### src/rtl/cp0_pkg.sv
// Shared CP0 definitions: register numbers, ExcCodes, field positions and
// the packed SR/Cause layouts with helpers to convert to/from the 32-bit view.
package cp0_pkg;

  localparam int unsigned XLEN       = 32;
  localparam int unsigned REG_ADDR_W = 5;
  localparam int unsigned IM_W       = 6;
  localparam int unsigned EXC_W      = 5;

  localparam logic [REG_ADDR_W-1:0] SR_ADDR_DEF    = 5'd12;
  localparam logic [REG_ADDR_W-1:0] CAUSE_ADDR_DEF = 5'd13;
  localparam logic [REG_ADDR_W-1:0] EPC_ADDR_DEF   = 5'd14;

  localparam int unsigned SR_IE_BIT     = 0;
  localparam int unsigned SR_EXL_BIT    = 1;
  localparam int unsigned SR_IM_LSB     = 10;
  localparam int unsigned CAUSE_EXC_LSB = 2;
  localparam int unsigned CAUSE_IP_LSB  = 10;
  localparam int unsigned CAUSE_BD_BIT  = 31;

  typedef enum logic [EXC_W-1:0] {
    EXC_INT     = 5'd0,
    EXC_ADEL    = 5'd4,
    EXC_ADES    = 5'd5,
    EXC_SYSCALL = 5'd8,
    EXC_RI      = 5'd10,
    EXC_OV      = 5'd12
  } exc_code_e;

  typedef struct packed {
    logic [IM_W-1:0] im;
    logic            exl;
    logic            ie;
  } sr_t;

  typedef struct packed {
    logic            bd;
    logic [IM_W-1:0] ip;
    exc_code_e       exc_code;
  } cause_t;

  function automatic logic [XLEN-1:0] sr_word(input sr_t s);
    logic [XLEN-1:0] w;
    w = '0;
    w[SR_IM_LSB +: IM_W] = s.im;
    w[SR_EXL_BIT]        = s.exl;
    w[SR_IE_BIT]         = s.ie;
    return w;
  endfunction

  function automatic sr_t sr_from_word(input logic [XLEN-1:0] w);
    sr_t s;
    s.im  = w[SR_IM_LSB +: IM_W];
    s.exl = w[SR_EXL_BIT];
    s.ie  = w[SR_IE_BIT];
    return s;
  endfunction

  function automatic logic [XLEN-1:0] cause_word(input cause_t c);
    logic [XLEN-1:0] w;
    w = '0;
    w[CAUSE_BD_BIT]              = c.bd;
    w[CAUSE_IP_LSB +: IM_W]      = c.ip;
    w[CAUSE_EXC_LSB +: EXC_W]    = c.exc_code;
    return w;
  endfunction

endpackage

### src/rtl/cp0.sv
// Coprocessor 0: SR/Cause/EPC, exception/interrupt request generation,
// mtc0/mfc0 access and eret handling.
module cp0
  import cp0_pkg::*;
#(
  parameter logic [XLEN-1:0]       EXC_VECTOR = 32'h0000_4180,
  parameter logic [REG_ADDR_W-1:0] SR_ADDR    = SR_ADDR_DEF,
  parameter logic [REG_ADDR_W-1:0] CAUSE_ADDR = CAUSE_ADDR_DEF,
  parameter logic [REG_ADDR_W-1:0] EPC_ADDR   = EPC_ADDR_DEF
) (
  input  logic                  clk,
  input  logic                  reset,
  input  logic                  en,
  input  logic [REG_ADDR_W-1:0] addr,
  input  logic [XLEN-1:0]       wdata,
  output logic [XLEN-1:0]       rdata,
  input  logic [XLEN-1:0]       vpc,
  input  logic                  bd_in,
  input  logic                  exc_in,
  input  logic [EXC_W-1:0]      exc_code_in,
  input  logic [IM_W-1:0]       hwint,
  input  logic                  eret,
  output logic                  req,
  output logic [XLEN-1:0]       handler_pc,
  output logic [XLEN-1:0]       epc_out
);

  sr_t         sr_q, sr_d;
  cause_t      cause_q, cause_d;
  logic [29:0] epc_q, epc_d;
  logic        int_req, exc_req;
  logic [1:0]  unused_vpc;

  assign unused_vpc = vpc[1:0];

  // Requests are masked entirely while the handler runs (EXL set).
  always_comb begin
    int_req = (|(cause_q.ip & sr_q.im)) & sr_q.ie & ~sr_q.exl;
    exc_req = exc_in & ~sr_q.exl;
  end

  assign req        = int_req | exc_req;
  assign handler_pc = EXC_VECTOR;
  assign epc_out    = {epc_q, 2'b00};

  // Next-state: exception entry beats mtc0; eret clears EXL over an SR write.
  always_comb begin
    sr_d       = sr_q;
    cause_d    = cause_q;
    epc_d      = epc_q;
    cause_d.ip = hwint;
    if (req) begin
      sr_d.exl         = 1'b1;
      cause_d.exc_code = int_req ? EXC_INT : exc_code_e'(exc_code_in);
      cause_d.bd       = bd_in;
      epc_d            = bd_in ? (vpc[31:2] - 30'd1) : vpc[31:2];
    end else begin
      if (en && (addr == SR_ADDR)) begin
        sr_d = sr_from_word(wdata);
      end
      if (en && (addr == EPC_ADDR)) begin
        epc_d = wdata[31:2];
      end
      if (eret) begin
        sr_d.exl = 1'b0;
      end
    end
  end

  always_ff @(posedge clk or negedge reset) begin
    if (!reset) begin
      sr_q    <= '0;
      cause_q <= '0;
      epc_q   <= '0;
    end else begin
      sr_q    <= sr_d;
      cause_q <= cause_d;
      epc_q   <= epc_d;
    end
  end

  // mfc0 read port shows the pre-edge register contents.
  always_comb begin
    rdata = '0;
    if (addr == SR_ADDR) begin
      rdata = sr_word(sr_q);
    end else if (addr == CAUSE_ADDR) begin
      rdata = cause_word(cause_q);
    end else if (addr == EPC_ADDR) begin
      rdata = {epc_q, 2'b00};
    end
  end

endmodule
### config.mk
export PLATFORM = sky130hd
export DESIGN_NAME = cp0
export DESIGN_NICKNAME = d
export VERILOG_FILES = /design/src/rtl/cp0_pkg.sv /design/src/rtl/cp0.sv
export SDC_FILE = /design/constraint.sdc
export NUM_CORES = 1
export LEC_CHECK = 0
export CAP_MARGIN = 40
export CELL_PAD_IN_SITES_DETAIL_PLACEMENT = 2
export CELL_PAD_IN_SITES_GLOBAL_PLACEMENT = 2
export CORE_ASPECT_RATIO = 2
export CORE_MARGIN = 2
export CORE_UTILIZATION = 24
export DETAILED_ROUTE_END_ITERATION = 16
export GPL_ROUTABILITY_DRIVEN = 0
export HOLD_SLACK_MARGIN = 0.06
export PLACE_DENSITY = 0.94
export SLEW_MARGIN = 20
export SYNTH_ARGS = -nofsm -noshare
export SYNTH_HDL_FRONTEND = slang
export SYNTH_SLANG_ARGS = --single-unit
export TNS_END_PERCENT = 50
### constraint.sdc
create_clock -name clk -period 4.5 [get_ports clk]
set_input_delay 0.45 -clock clk [delete_from_list [all_inputs] [get_ports clk]]
set_output_delay 0.45 -clock clk [all_outputs]
set_load 0.02 [all_outputs]
==> results.json <==
{
  "drc": 0,
  "ys.flop_type": "dfrtp_1",
  "slew_headroom_pct": 44.6,
  "clockBufferDepth": 2,
  "status": "finished clean",
  "wire_per_inst_um": 22.4,
  "crit_required_ns": 4.05,
  "fin_nets": 613,
  "core_um2": 14700,
  "route.vias.total": 3833,
  "place_inst": 711,
  "htreeDepth": 2,
  "drt-met1-wl_mm": 5.54,
  "post-cts-setup-buffer-count": 0,
  "final_antenna_net_count": 0,
  "synth_top_cell_by_area": "dfrtp_1",
  "layout_min_cycle_time_ns": 3.46,
  "hold_buffers": 0,
  "critPathArrivalTime_ns": 3.01,
  "synth_edf_count": 0,
  "fin_ws_ns": 1.04,
  "yosys-top-cells-area": "dfrtp_1 (35%), mux2i_1 (8.7%), buf_4 (7.1%), a22o_1 (3.4%), a311oi_1 (3.4%)",
  "clk_latency_ns": 0.30,
  "ir_worst_vdd_v": 0.000159,
  "nFillCells": 1651,
  "reg2regPathDepth": 5,
  "routed.top_layer": "met4",
  "ys_warn_count": 0,
  "num_rows": 63,
  "final_cells": 725,
  "leakagePower_nw": 2.25,
  "wirelength_mm": 16.3,
  "antenna_found_initial": 3,
  "total_power_mw": 2.35,
  "yosysMostFrequentCell": "dfrtp_1",
  "hold_class": "in -> async",
  "fmax_mhz": 289,
  "finalSetupTns_ns": 0,
  "final_core_util_pct": 36.1,
  "cts_root_buf": "clkbuf_16",
  "syn-cell-area_um2": 3580,
  "pin_count": 183,
  "die-height_um": 177,
  "cts_tree": "yes",
  "stdcell_area_um2": 5330,
  "cts_resized": 0,
  "numCtsBuffers": 5,
  "grt_usage_pct": 19.7,
  "cap_violations": 0,
  "netlist.area_leader.share_pct": 34.9,
  "place_ws_ns": 1.07,
  "yosysSeqAreaShare_pct": 34.9,
  "clock-sinks": 50,
  "whs_ns": 0.262,
  "wl_met3_um": 590,
  "firstDrtPassIters": 4,
  "area_delta_synth_final_pct": 48.7,
  "fin_crit_sh_pct": 76.9,
  "start_util_pct": 24.3,
  "rsz0062_at_grt": "no",
  "die_x_um": 90.4,
  "postPlaceCellArea_um2": 5120,
  "critPathMaxFanout": 11,
  "critPathKind": "in -> out",
  "ys_async_sr_fraction_pct": 100,
  "timing_hold_violations_final": 0,
  "grt_pass1_vias": 4261,
  "first_iter_violations": 204,
  "io_buffers": 146,
  "cp-start-kind": "input pin",
  "worst_pin_slew_ns": 0.824,
  "syn_area_per_cell_um2": 9.21,
  "wl_met2_mm": 9.39,
  "ys_types": 48,
  "grt_pass1_wl_mm": 24.5,
  "drive_gt1_share_pct": 6.83,
  "gr-total-overflow": 0,
  "grt_max_degree": 51,
  "vias_per_cell": 5.29,
  "p_per_area_nw_per_um2": 441,
  "clkTransAtPathRegs_ns": 0.07,
  "yosys-top-cells-count": "dfrtp_1 (50), buf_4 (34), mux2i_1 (31), clkbuf_1 (21)",
  "clock_skew_ns": 0.00299,
  "final-setup-viol-count": 0,
  "end_kind": "primary output",
  "die_area_um2": 16000,
  "slew_violations": 0,
  "syn_inst": 389,
  "dp_hpwl_mm": 12.9,
  "yosys_register_bits": 50
}
[cells by family after synthesis]
logic type | after synthesis | share of synthesized area, %
compound gates | 95 | 20.1
fa+ha+maj | 1 | 0.349
mux | 38 | 10.9
flops | 50 | 34.9
simple gates | 115 | 18.9
xor+xnor | 12 | 2.93
buf+inv | 76 | 11.8
other cells | 2 | 0.210
[state kept, by name, summed over array words and instances (netlist names)]
name	count
sr_q	8
epc_q	30
cause_q	12
[layer usage]
layer | track usage, % | vias up
met3 | 2.39 | 38
li1 | - | 1697
met1 | 19.5 | 1935
met5 | 0 | -
met2 | 39.1 | 163
met4 | 10.8 | 0
[area by class of cell]
class	instances	area (um2)	share of cell area, %
antenna	3	7.51	0.141
clock buffer	5	125	2.35
clock inverter	3	43.8	0.822
inverter	17	63.8	1.20
multi-input combinational	295	2050	38.5
sequential	50	1250	23.5
tap	195	244	4.58
timing repair buffer	157	1540	28.9
[cells in the final DEF, fill, tap and decap left out, types with 5 or more instances in the layout]
master and instances:
a211oi_1 8, a22o_1 14, a2bb2oi_1 6, a311oi_1 14, a31oi_1 15, and3_1 18
buf_4 8, clkbuf_16 5, clkdlybuf4s50_1 145, conb_1 34, dfrtp_1 50, inv_1 17
mux2_2 7, mux2i_1 31, nand2_1 18, nor2_1 11, nor3_1 8, nor4_1 15
o21ai_0 17, o311ai_0 8, or2_2 5, or3_1 9, or4_1 13, xnor2_1 9
[power by group]
group / internal (mW) / total, mW / switching (mW)
Combinational: 0.513 / 1.10 / 0.583
Clock: 0.264 / 0.454 / 0.190
Sequential: 0.626 / 0.801 / 0.174
[worst paths after layout]
| kind | start | end | slack, ns |
|---|---|---|---|
| max | addr[4] | rdata[15] | 1.04 |
| min | reset | cause_q[6] | 0.26 |
| max reg2reg | cause_q[8] | sr_q[7] | 1.81 |
| min reg2reg | cause_q[11] | cause_q[11] | 0.49 |
| max in group asynchronous | reset | epc_q[23] | 3.77 |
| min in group clk | cause_q[11] | cause_q[11] | 0.49 |
[critical path, stage by stage]
cell             delay [ns]
clkdlybuf4s50_1        0.40
nand3b_1               0.25
nor3_2                 0.67
buf_4                  0.34
nand2_1                0.08
a2bb2oi_1              0.13
clkdlybuf4s50_1        0.69
No activity file was read; power rests on OpenSTA's default activity.
